<file path="config.mk">
export PLATFORM = sky130hd
export DESIGN_NAME = cpu_datapath
export DESIGN_NICKNAME = d
export VERILOG_FILES = /design/src/rtl/cpu_pkg.sv /design/src/rtl/cpu_alu.sv /design/src/rtl/cpu_datapath.sv
export SDC_FILE = /design/constraint.sdc
export NUM_CORES = 1
export LEC_CHECK = 0
export ABC_CLOCK_PERIOD_IN_PS = 5300
export CAP_MARGIN = 0
export CORE_MARGIN = 3
export CORE_UTILIZATION = 40
export CTS_CLUSTER_SIZE = 30
export DETAILED_ROUTE_END_ITERATION = 7
export MAX_ROUTING_LAYER = met4
export PLACE_DENSITY_LB_ADDON = 0.15
export SLEW_MARGIN = 20
export SYNTH_ARGS = -nofsm -noshare
export SYNTH_HDL_FRONTEND = slang
export SYNTH_SLANG_ARGS = --single-unit
</file>
<file path="constraint.sdc">
create_clock -name clk -period 5.3 [get_ports clk]
set_input_delay 1.325 -clock clk [delete_from_list [all_inputs] [get_ports clk]]
set_output_delay 1.325 -clock clk [all_outputs]
set_load 0.1 [all_outputs]
</file>
<file path="src/rtl/cpu_pkg.sv">
// Shared widths, ALU operation codes and controller opcode fields for the
// 4-bit accumulator CPU.
package cpu_pkg;

    localparam int DATA_W    = 4;
    localparam int ADDR_W    = 8;
    localparam int NUM_REGS  = 16;
    localparam int REG_IDX_W = 4;

    localparam logic [3:0] ALU_ADD = 4'b0000;
    localparam logic [3:0] ALU_SUB = 4'b0001;
    localparam logic [3:0] ALU_NOR = 4'b1000;
    localparam logic [3:0] ALU_SHR = 4'b1100;
    localparam logic [3:0] ALU_SHL = 4'b1101;

    // Upper-nibble opcode fields decoded by the controller from opcode[7:4]
    localparam logic [3:0] OPC_NOP  = 4'h0;
    localparam logic [3:0] OPC_LDI  = 4'h1;
    localparam logic [3:0] OPC_LDR  = 4'h2;
    localparam logic [3:0] OPC_STR  = 4'h3;
    localparam logic [3:0] OPC_ALU  = 4'h4;
    localparam logic [3:0] OPC_JMPI = 4'h5;
    localparam logic [3:0] OPC_JMPR = 4'h6;
    localparam logic [3:0] OPC_BZ   = 4'h7;
    localparam logic [3:0] OPC_BC   = 4'h8;

    function automatic logic [ADDR_W-1:0] zext_addr(input logic [DATA_W-1:0] v);
        return {{(ADDR_W-DATA_W){1'b0}}, v};
    endfunction

endpackage

</file>
<file path="src/rtl/cpu_alu.sv">
// Combinational 4-bit ALU; unlisted operations pass operand a through and
// return the incoming carry so the flag is left untouched.
module cpu_alu
    import cpu_pkg::*;
(
    input  logic [DATA_W-1:0] a,
    input  logic [DATA_W-1:0] b,
    input  logic [3:0]        op,
    input  logic              cin,
    output logic [DATA_W-1:0] r,
    output logic              cout
);

    logic [DATA_W:0] w_sum;
    logic [DATA_W:0] w_diff;

    assign w_sum  = {1'b0, a} + {1'b0, b};
    // The extra MSB of the difference is the borrow: set exactly when a < b
    assign w_diff = {1'b0, a} - {1'b0, b};

    // Operation select
    always_comb begin
        r    = a;
        cout = cin;
        case (op)
            ALU_ADD: begin
                r    = w_sum[DATA_W-1:0];
                cout = w_sum[DATA_W];
            end
            ALU_SUB: begin
                r    = w_diff[DATA_W-1:0];
                cout = w_diff[DATA_W];
            end
            ALU_NOR: begin
                r    = ~(a | b);
                cout = 1'b0;
            end
            ALU_SHR: begin
                r    = {1'b0, a[DATA_W-1:1]};
                cout = a[0];
            end
            ALU_SHL: begin
                r    = {a[DATA_W-2:0], 1'b0};
                cout = a[DATA_W-1];
            end
            default: begin
                r    = a;
                cout = cin;
            end
        endcase
    end

endmodule

</file>
<file path="src/rtl/cpu_datapath.sv">
// Accumulator CPU datapath: PC, IR, 16x4 register file, accumulator, carry
// flag and sticky strobe-protocol error flag, all driven by controller strobes.
module cpu_datapath
    import cpu_pkg::*;
(
    input  logic                 clk,
    input  logic                 reset,
    input  logic [ADDR_W-1:0]    instr_data,
    input  logic                 load_ir,
    input  logic                 inc_pc,
    input  logic                 sel_pc,
    input  logic                 load_pc,
    input  logic                 load_reg,
    input  logic                 dump_reg,
    input  logic                 load_acc,
    input  logic                 dump_acc,
    input  logic                 sel_acc0,
    input  logic                 sel_acc1,
    input  logic [3:0]           sel_alu,
    input  logic [DATA_W-1:0]    imm_data,
    input  logic [REG_IDX_W-1:0] reg_number,
    output logic [ADDR_W-1:0]    pc,
    output logic [ADDR_W-1:0]    opcode,
    output logic                 zero_carry,
    output logic                 acc_zero,
    output logic [DATA_W-1:0]    acc,
    output logic                 proto_err
);

    logic [ADDR_W-1:0] r_pc;
    logic [ADDR_W-1:0] r_ir;
    logic [DATA_W-1:0] r_acc;
    logic              r_carry;
    logic              r_proto_err;
    logic [DATA_W-1:0] r_regs [NUM_REGS];

    logic [DATA_W-1:0] w_reg_rd;
    logic [DATA_W-1:0] w_alu_r;
    logic              w_alu_c;
    logic [DATA_W-1:0] w_acc_nxt;
    logic [ADDR_W-1:0] w_pc_src;
    logic              w_viol;

    // All reads see pre-edge register contents, so same-cycle writes never bypass
    assign w_reg_rd = r_regs[reg_number];

    cpu_alu u_alu (
        .a    (r_acc),
        .b    (w_reg_rd),
        .op   (sel_alu),
        .cin  (r_carry),
        .r    (w_alu_r),
        .cout (w_alu_c)
    );

    // Accumulator source select and jump-target select
    always_comb begin
        w_acc_nxt = imm_data;
        if (sel_acc1) begin
            w_acc_nxt = w_alu_r;
        end else if (sel_acc0) begin
            w_acc_nxt = w_reg_rd;
        end else begin
            w_acc_nxt = imm_data;
        end
        w_pc_src = sel_pc ? zext_addr(imm_data) : zext_addr(w_reg_rd);
    end

    assign w_viol = (load_pc & inc_pc) | (load_reg & ~dump_acc) |
                    (dump_reg & dump_acc) | (load_acc & load_reg);

    // Program counter and instruction register
    always_ff @(posedge clk) begin
        if (reset) begin
            r_pc <= 8'h00;
            r_ir <= 8'h00;
        end else begin
            if (load_pc) begin
                r_pc <= w_pc_src;
            end else if (inc_pc) begin
                r_pc <= r_pc + 8'h01;
            end else begin
                r_pc <= r_pc;
            end
            if (load_ir) begin
                r_ir <= instr_data;
            end else begin
                r_ir <= r_ir;
            end
        end
    end

    // Accumulator and carry flag; carry moves only on an ALU result load
    always_ff @(posedge clk) begin
        if (reset) begin
            r_acc   <= 4'h0;
            r_carry <= 1'b0;
        end else if (load_acc) begin
            r_acc   <= w_acc_nxt;
            r_carry <= sel_acc1 ? w_alu_c : r_carry;
        end else begin
            r_acc   <= r_acc;
            r_carry <= r_carry;
        end
    end

    // Register file write port
    always_ff @(posedge clk) begin
        if (reset) begin
            for (int i = 0; i < NUM_REGS; i++) begin
                r_regs[i] <= 4'h0;
            end
        end else if (load_reg && dump_acc) begin
            r_regs[reg_number] <= r_acc;
        end else begin
            r_regs[reg_number] <= r_regs[reg_number];
        end
    end

    // Sticky protocol-violation flag
    always_ff @(posedge clk) begin
        if (reset) begin
            r_proto_err <= 1'b0;
        end else begin
            r_proto_err <= r_proto_err | w_viol;
        end
    end

    assign pc         = r_pc;
    assign opcode     = r_ir;
    assign acc        = r_acc;
    assign zero_carry = r_carry;
    assign proto_err  = r_proto_err;
    assign acc_zero   = (r_acc == 4'h0);

endmodule

</file>
==> results of run 1 <==
## kinds of logic after synthesis
kind of cell             Yosys count  synth area share [%]
buffers and inverters             37                  4.01
adder cells (fa/ha/maj)           15                  4.35
flip-flops                        86                  50.8
AO/OA/AOI/OAI                     52                  8.60
XOR/XNOR                          12                  2.26
multiplexers                      43                  13.6
AND/OR/NAND/NOR                  163                  16.4
## sequential cells by signal, indices dropped and copies added (netlist names)
signal,cells
r_regs,64
opcode,8
pc,8
acc,4
proto_err,1
zero_carry,1
## worst max-delay path: stages
cell             delay, ns
clkdlybuf4s50_1       0.63
buf_4                 0.30
mux4_2                0.53
mux2i_1               0.19
mux2i_2               0.19
fa_1                  0.47
xor2_1                0.16
o211a_1               0.20
or4_1                 0.46
a221oi_1              0.25
o32ai_1               0.13
## layer usage
layer	part of all wire [%]	GRT usage (%)	up-vias
li1	-	-	1575
met1	44	24.2	1604
met2	48	27.6	88
met3	6.5	4.46	12
met4	1.5	6.18	0
met5	0	-	-
## final cells by class
cell class	count	area, sq um	area share, %
multi-input cells	285	2110	37.7
clock buffers	15	283	5.07
clock inverters	1	5.00	0.0897
repair buffers	61	593	10.6
well taps	140	175	3.14
flip-flops and latches	86	2360	42.3
inverters	14	55.1	0.987
## power breakdown
part | switching (uW) | total [uW] | internal [uW]
Clock | 243 | 607 | 364
Sequential | 21.1 | 776 | 754
Combinational | 238 | 366 | 128
## placed cells by master (no fill, tap or decap), types with 3 or more instances in the layout
cell type / count
clkdlybuf4s50_1: 54
xnor2_1: 6
nand2b_1: 18
nor3b_1: 4
buf_4: 7
clkbuf_16: 10
clkbuf_1: 3
dfxtp_1: 22
ha_1: 13
o22ai_1: 3
a31oi_1: 4
nor2_1: 81
a21oi_4: 4
edfxtp_1: 64
nand3_1: 7
nor3_1: 6
o21ai_0: 7
inv_1: 12
nand2_1: 22
nor2b_1: 5
xor2_1: 6
a21oi_1: 9
nor2_2: 10
mux2i_1: 23
mux4_2: 15
a221oi_1: 4
## final timing paths
| path | start | end | slack (ns) | depth (start not counted) |
|---|---|---|---|---|
| max | reg_number[0] | acc[2] | 0.66 | 11 |
| max reg2reg | r_regs[12][0] | acc[2] | 1.91 | 11 |
| min reg2reg | opcode[4] | opcode[4] | 0.49 | 2 |
| min | opcode[4] | opcode[4] | 0.49 | 2 |
## stage by stage
step           total power (uW)  instance area (sq um)  hold WS, ns  util (%)
6_report                   1750                   5580        0.491      50.1
5_1_grt                    1830                   5580        0.534      50.1
4_1_cts                    1770                   5580        0.500      50.1
3_5_place_dp               1160                   5290        0.486      47.6
3_3_place_gp               1160                   5290        0.473      47.6
2_1_floorplan              1050                   4650        0.971         -
==> flow_summary.json, run 1 <==
{
  "status": "complete, no violations",
  "ant_nets": 0,
  "hpwl_um": 8080,
  "vias": 3279,
  "synth_top_cell_by_area": "edfxtp_1",
  "crit_arrival_ns": 4.84,
  "worstSetupPathType": "input pin to register",
  "clock_latency_ns": 0.34,
  "seq_area_frac_synth_pct": 50.8,
  "wirelength_um": 11000,
  "place.gp.congestion": 0.849,
  "syn_avg_cell_area_sq_um": 11.4,
  "cp_max_fo": 15,
  "initial_core_util_pct": 41.8,
  "area_growth_syn_to_layout_pct": 19.9,
  "post-route-period-util_pct": 87.6,
  "cts_buffers": 9,
  "drt_pass1_iterations": 4,
  "fill_cells": 1028,
  "ios": 55,
  "finalSetupTns_ns": 0,
  "max_clock_freq_ghz": 0.215,
  "synth.area.top_cells": "edfxtp_1, dfxtp_1, mux4_2",
  "yosysWarnings": 0,
  "required_ns": 5.50,
  "finalNetCount": 504,
  "endpoint_kind": "register",
  "die_h_um": 114,
  "wl_per_cell_um": 18.4,
  "die_x_um": 114,
  "grt_pass1_vias": 3224,
  "synth_edf_count": 64,
  "cts.sinks": 86,
  "grt_max_degree": 39,
  "leakage_uw": 0.00203,
  "peakVddDrop_mv": 0.209,
  "portBuffers": 54,
  "cts_setup_buffers": 0,
  "cap_violations": 0,
  "syn_area_sq_um": 4650,
  "postCtsHoldBufs": 0,
  "powerDensity_nw_per_um2": 314,
  "hold_viol": 0,
  "path_clk_slew_ns": 0.06,
  "cts-root-buf": "clkbuf_16",
  "worst_pin_slew_ns": 0.979,
  "grt_antenna_before_repair": 0,
  "grt_pass1_wl_um": 17500,
  "clockBufferDepth": 2,
  "final_cells": 602,
  "rsz0062_at_grt": "false",
  "finalCriticalPeriod_ns": 4.64,
  "die_area_sq_um": 13000,
  "dr.first_iter.drc_count": 187,
  "diodes": 0,
  "worst_slack_ns": 0.659,
  "syn-num-nets": 455,
  "setup_viol": 0,
  "avgViaCountPerCell": 5.45,
  "min_path_type": "register to register",
  "worstSetupStartpointType": "input pin",
  "tritoncts": "done",
  "post_synth_num_cell_types": 54,
  "drc": 0,
  "grt_overflow": 0,
  "synth_top_cell_area_share_pct": 41.3,
  "htree_levels": 3,
  "yosys_most_used_dff": "edfxtp_1",
  "pre_cts_slack_ns": 0.272,
  "cts_resized": 0,
  "drive_gt1_share_pct": 12.1,
  "fin_skew_ns": 0.00769,
  "dp_cells": 586,
  "synthCells": 408,
  "drv_slew": 0,
  "postSynth.asyncResetShare_pct": 0,
  "grt_usage_pct": 18.3,
  "yosysMostFrequentCell": "nor2_1",
  "synth-seq-cells": 86,
  "placementRows": 38,
  "slew_headroom_pct": 34.5,
  "netlist_top_cells_count": "nor2_1, edfxtp_1, mux2i_1",
  "coreArea_sq_um": 11100
}
No activity file was read; power rests on OpenSTA's default activity.
==> inputs of run 2 (changes only) <==
- HOLD_SLACK_MARGIN: not set -> 0.1
==> results of run 2 <==
Final layout, timing and power as in run 1 (identical DEF).
==> inputs of run 3 (changes only) <==
- CORE_UTILIZATION: 40 -> 56
==> flow_summary.json, run 3 (synthesis gave the netlist of run 1 again) <==
{
  "startpoint": "reg_number[0]",
  "die_x_um": 97.2,
  "regMostFlops": "r_regs",
  "crit_arrival_ns": 4.96,
  "p_total_uw": 1630,
  "worstSetupStartpointType": "input pin",
  "hpwl_um": 8020,
  "timing.rr.end": "acc[2]",
  "rrSetupSlack_ns": 1.87,
  "cap_violations": 0,
  "status": "complete, no violations",
  "grt_usage_pct": 25.0,
  "ios": 55,
  "min_path_type": "register to register",
  "cts_setup_buffers": 0,
  "portBuffers": 54,
  "fill_cells": 579,
  "final_common_cell": "nor2_1",
  "final_core_util_pct": 69.2,
  "cts-root-buf": "clkbuf_8",
  "clockBufferDepth": 2,
  "grt_antenna_before_repair": 0,
  "slowest_delay_ns": 0.72,
  "drive_gt1_share_pct": 12.1,
  "path_clk_slew_ns": 0.09,
  "initial_core_util_pct": 59.0,
  "finalNetCount": 503,
  "tritoncts": "done",
  "grt_pass1_wl_um": 17900,
  "htree_levels": 3,
  "crit_slowest_cell": "clkdlybuf4s50_1",
  "cts.sinks": 86,
  "dr.first_iter.drc_count": 251,
  "grt_pass1_vias": 3372,
  "share_comb_of_total_power_pct": 22.8,
  "design_area_sq_um": 5460,
  "timing.rr.start": "r_regs[9][0]",
  "crit_chain": "clkdlybuf4s50_1 > buf_4 > mux4_2 > mux2i_1 > mux2i_2 > fa_1 > xor2_1 > o211a_1 > or4_1 > a221oi_1 > o32ai_1",
  "place.gp.congestion": 0.933,
  "placementRows": 32,
  "finalSetupTns_ns": 0,
  "rr_worst_depth": 11,
  "endpoint_kind": "register",
  "required_ns": 5.53,
  "crit_end": "acc[2]",
  "largest_register_ffs": 64,
  "switchingPower_uw": 503,
  "max_clock_freq_ghz": 0.211,
  "grt_max_degree": 28,
  "postCtsHoldBufs": 0,
  "slew_headroom_pct": 34.1,
  "layout_common_cells": "nor2_1, edfxtp_1, clkdlybuf4s50_1, mux2i_1",
  "diodes": 0,
  "placed_area_sq_um": 5250,
  "grt_overflow": 0,
  "switching_share_pct": 30.8,
  "drc": 0,
  "cts_resized": 0,
  "coreArea_sq_um": 7890,
  "hold_viol": 0,
  "wirelength_um": 11000,
  "rsz0062_at_grt": "false",
  "area_growth_syn_to_layout_pct": 17.3,
  "seqPwrFrac_pct": 47.4,
  "fin_skew_ns": 0.0116,
  "vias": 3378,
  "die_h_um": 97.2,
  "clock_latency_ns": 0.36,
  "setup_viol": 0,
  "ant_nets": 0,
  "worstSetupPathType": "input pin to register",
  "clkPwrFrac_pct": 29.8,
  "cts_buffers": 9,
  "p_int_uw": 1130,
  "die_area_sq_um": 9440,
  "drt_pass1_iterations": 5,
  "drv_slew": 0,
  "leakage_uw": 0.00199,
  "worst_pin_slew_ns": 0.985,
  "powerDensity_nw_per_um2": 299,
  "wl_per_cell_um": 19.6,
  "avgViaCountPerCell": 6.00,
  "peakVddDrop_mv": 0.177,
  "post-route-period-util_pct": 89.3,
  "cp_max_fo": 16,
  "finalCriticalPeriod_ns": 4.73
}
[run 3: cell count changes in the layout (fill, tap and decap cells not counted), sizes merged]
cell    before  now
clkbuf      15   12
buf          7    6
bufinv       0    1
clkinv       1    2
inv         14   15
[run 3: worst max-delay path: cells and delay by family]
| kind | cells | cell delay, ns |
|---|---|---|
| adders and majority gates | 1 | 0.46 |
| AOI/OAI and AO/OA | 3 | 0.59 |
| and+or+nand+nor | 1 | 0.46 |
| xor gates and xnor gates | 1 | 0.16 |
| buffers and inverters | 2 | 1.06 |
| muxes | 3 | 0.89 |
[run 3: metal layers]
metal / track usage [%] / up-vias / part of all wire (%)
met2: 38.8 / 167 / 48
met1: 32.1 / 1607 / 42
met5: - / - / 0
met4: 9.50 / 0 / 2.9
li1: - / 1571 / -
met3: 5.67 / 33 / 7.2
[run 3: power by group through the flow]
| stage | logic [uW] | clock network [uW] | registers, uW |
|---|---|---|---|
| floorplan | 197 | 0 | 855 |
| global placement | 364 | 0 | 789 |
| detailed placement | 370 | 0 | 790 |
| CTS | 372 | 493 | 774 |
| global route | 399 | 517 | 778 |
| finish | 372 | 488 | 775 |
[run 3: how the worst min path moves through the flow]
stage	from	slack (ns)	end	cells past startpoint
6_report	opcode[6]	0.50	opcode[6]	2
5_1_grt	opcode[1]	0.54	opcode[1]	2
3_5_place_dp	opcode[1]	0.49	opcode[1]	2
4_1_cts	opcode[6]	0.51	opcode[6]	2
3_3_place_gp	opcode[1]	0.48	opcode[1]	2
2_1_floorplan	zero_carry	0.97	zero_carry	2
[run 3: final cells by class]
class / instances / area (sq um) / area share [%]
clock buffer: 12 / 156 / 2.87
clock inverter: 4 / 52.6 / 0.963
inverter: 14 / 55.1 / 1.01
multi-input combinational: 285 / 2110 / 38.6
sequential: 86 / 2360 / 43.3
tap: 102 / 128 / 2.34
timing repair buffer: 60 / 598 / 11.0
[run 3: per-stage QoR]
stage	worst slack [ns]	instances	hold WS, ns
global route	0.286	563	0.536
global placement	0.304	547	0.477
detailed placement	0.239	547	0.489
CTS	0.587	563	0.509
floorplan	0.239	408	0.971
finish	0.568	563	0.504
==> edit, RTL diff (config.mk and constraints of run 2) <==
Register the input `load_reg` before use, without a reset. The logic sees it one clock later. The other inputs are not delayed to match.
--- a/src/rtl/cpu_datapath.sv
+++ b/src/rtl/cpu_datapath.sv
@@ -26,6 +26,12 @@
     output logic [DATA_W-1:0]    acc,
     output logic                 proto_err
 );
+
+    logic load_reg_q;
+
+    always_ff @(posedge clk) begin
+        load_reg_q <= load_reg;
+    end
 
     logic [ADDR_W-1:0] r_pc;
     logic [ADDR_W-1:0] r_ir;
@@ -66,8 +72,8 @@
         w_pc_src = sel_pc ? zext_addr(imm_data) : zext_addr(w_reg_rd);
     end
 
-    assign w_viol = (load_pc & inc_pc) | (load_reg & ~dump_acc) |
-                    (dump_reg & dump_acc) | (load_acc & load_reg);
+    assign w_viol = (load_pc & inc_pc) | (load_reg_q & ~dump_acc) |
+                    (dump_reg & dump_acc) | (load_acc & load_reg_q);
 
     // Program counter and instruction register
     always_ff @(posedge clk) begin
@@ -110,7 +116,7 @@
             for (int i = 0; i < NUM_REGS; i++) begin
                 r_regs[i] <= 4'h0;
             end
-        end else if (load_reg && dump_acc) begin
+        end else if (load_reg_q && dump_acc) begin
             r_regs[reg_number] <= r_acc;
         end else begin
             r_regs[reg_number] <= r_regs[reg_number];
Function: changed (Yosys sat finds a counterexample within 4 cycles, from zero or initial values and one cycle with reset high).
==> edit against run 2 <==
  * Synthesized cell count up 0.25%
  * Synthesized area up 0.43%
  * Worst setup slack better by 10 ps
  * Cell area up 0.11%
  * Power down 0.42%
  * Sequential cell count up 1
  * Global-route usage down 0.44 points
  * Wire length up 0.19%
  * Fmax up 0.22%
  * Critical endpoint unchanged
  * Largest power group unchanged
==> edit: results (changes against run 2) <==
Run status: completed (unchanged). The number of global-route vias before repair came out at 3175 (was 3224). The static leakage came to 2.02 nW (was 2.03 nW).

The number of nets in the finished design is 505 (was 504). The total track usage is 17.8% (was 18.3%). The maximum resistive drop on vdd came out at 0.210 mV (was 0.209 mV).

The global-route track usage on met2 is 27.5% (was 27.6%). The detail-routed net length per standard cell is 18.4 um (about the same). The sequential element share of the synthesized area came out at 51.0% (was 50.8%). Top cells by instance count after synthesis: 81 x sky130_fd_sc_hd__nor2_1, 64 x sky130_fd_sc_hd__edfxtp_1, 23 x sky130_fd_sc_hd__dfxtp_1, 23 x sky130_fd_sc_hd__mux2i_1, 22 x sky130_fd_sc_hd__nand2_1 (was 81 x sky130_fd_sc_hd__nor2_1, 64 x sky130_fd_sc_hd__edfxtp_1, 23 x sky130_fd_sc_hd__mux2i_1). The synthesis-to-finish area growth came to 19.5% (was 19.9%).

The met3 layer usage reported by global route is 4.39% (was 4.46%). Top cells by area in the synthesized netlist: sky130_fd_sc_hd__edfxtp_1 41%, sky130_fd_sc_hd__dfxtp_1 9.9%, sky130_fd_sc_hd__mux4_2 7.2%, sky130_fd_sc_hd__nor2_1 6.5%, sky130_fd_sc_hd__mux2i_1 4.9% (was sky130_fd_sc_hd__edfxtp_1 41%, sky130_fd_sc_hd__dfxtp_1 9.5%, sky130_fd_sc_hd__mux4_2 7.3%, sky130_fd_sc_hd__nor2_1 6.5%, sky130_fd_sc_hd__mux2i_1 4.9%). The detailed-routed wire length on met3 came to 648 um (was 722 um).

The arrival time reported for the critical path endpoint is 4850 ps (was 4840 ps). The wire length of the first global-routing pass was 17.2 mm (was 17.5 mm). The worst hold slack across all endpoints came out at 494 ps (was 491 ps). The number of instances in the synthesized netlist came out at 409 (was 408). The worst-margin pin slew was 984 ps (was 979 ps). The maximum number of pins on one net before global-route repair came to 33 (was 39). The critical register-to-register path startpoint is r_regs[13][0] (was r_regs[12][0]).

The share of final-layout standard cells stronger than drive strength 1 came out at 12.3% (was 12.1%). The power density normalized to cell area came to 312 mW/mm^2 (was 314 mW/mm^2). The setup slack of the worst register-to-register path came out at 1850 ps (was 1910 ps).

The violation count after the first detailed-route iteration came out at 201 (was 187). The net count after synthesis is 456 (was 455). The count of non-filler cells in the finished layout is 603 (was 602). The placement-stage worst setup slack came out at 313 ps (was 272 ps). The worst-path maximum fanout was 3 (was 15). The clock tree skew after final layout came out at 7.01 ps (was 7.69 ps). The worst-case hold path end point is opcode[1] (was opcode[4]).

The met1 layer wirelength in the final routing is 4.99 mm (was 4.88 mm). The net switching power is 531 uW (was 503 uW). The startpoint of the most critical hold path is opcode[1] (was opcode[4]). The instance area after placement came to 0.00531 sq mm (was 0.00529 sq mm).
## edit: power by group through the flow
stage | Sequential, mW | Combinational [mW] | Clock [mW]
floorplan | 0.863 | 0.197 | 0
global placement | 0.798 | 0.366 | 0
detailed placement | 0.798 | 0.370 | 0
CTS | 0.783 | 0.371 | 0.603
global route | 0.786 | 0.393 | 0.639
finish | 0.783 | 0.369 | 0.590
## edit: how the worst max path moves through the flow
stage             startpoint        to  slack (ps)  depth (start not counted)
5_1_grt        reg_number[0]    acc[2]         470                         11
3_5_place_dp   reg_number[0]    acc[2]         310                         11
4_1_cts        reg_number[3]    acc[2]         640                         12
6_report       reg_number[2]    acc[2]         670                         12
3_3_place_gp   reg_number[0]    acc[2]         400                         11
2_1_floorplan         acc[3]  acc_zero         240                          1
## edit: cell families (layout without fill, tap and decap cells)
logic type	count (synthesis)	count (layout)	synth area share [%]
xor+xnor	12	12	2.25
flops	87	87	51.0
fa+ha+maj	15	15	4.34
buf+inv	37	91	3.99
simple gates	163	163	16.3
mux	43	43	13.6
compound gates	52	52	8.57
## edit: critical path, stage by stage
cell and delay [ps]:
sky130_fd_sc_hd__clkdlybuf4s50_1 550, sky130_fd_sc_hd__mux4_2 520, sky130_fd_sc_hd__mux2i_1 260, sky130_fd_sc_hd__mux2_2 260, sky130_fd_sc_hd__inv_2 70, sky130_fd_sc_hd__ha_1 210
sky130_fd_sc_hd__fa_1 410, sky130_fd_sc_hd__xor2_1 160, sky130_fd_sc_hd__o211a_1 200, sky130_fd_sc_hd__or4_1 470, sky130_fd_sc_hd__a221oi_1 280, sky130_fd_sc_hd__o32ai_1 140
## edit: layout make-up
type	instances	share of cell area, %
clock buffer	10	4.10
multi-input combinational	285	37.7
clock inverter	6	0.806
inverter	14	0.986
sequential	87	42.7
timing repair buffer	61	10.6
tap	140	3.14
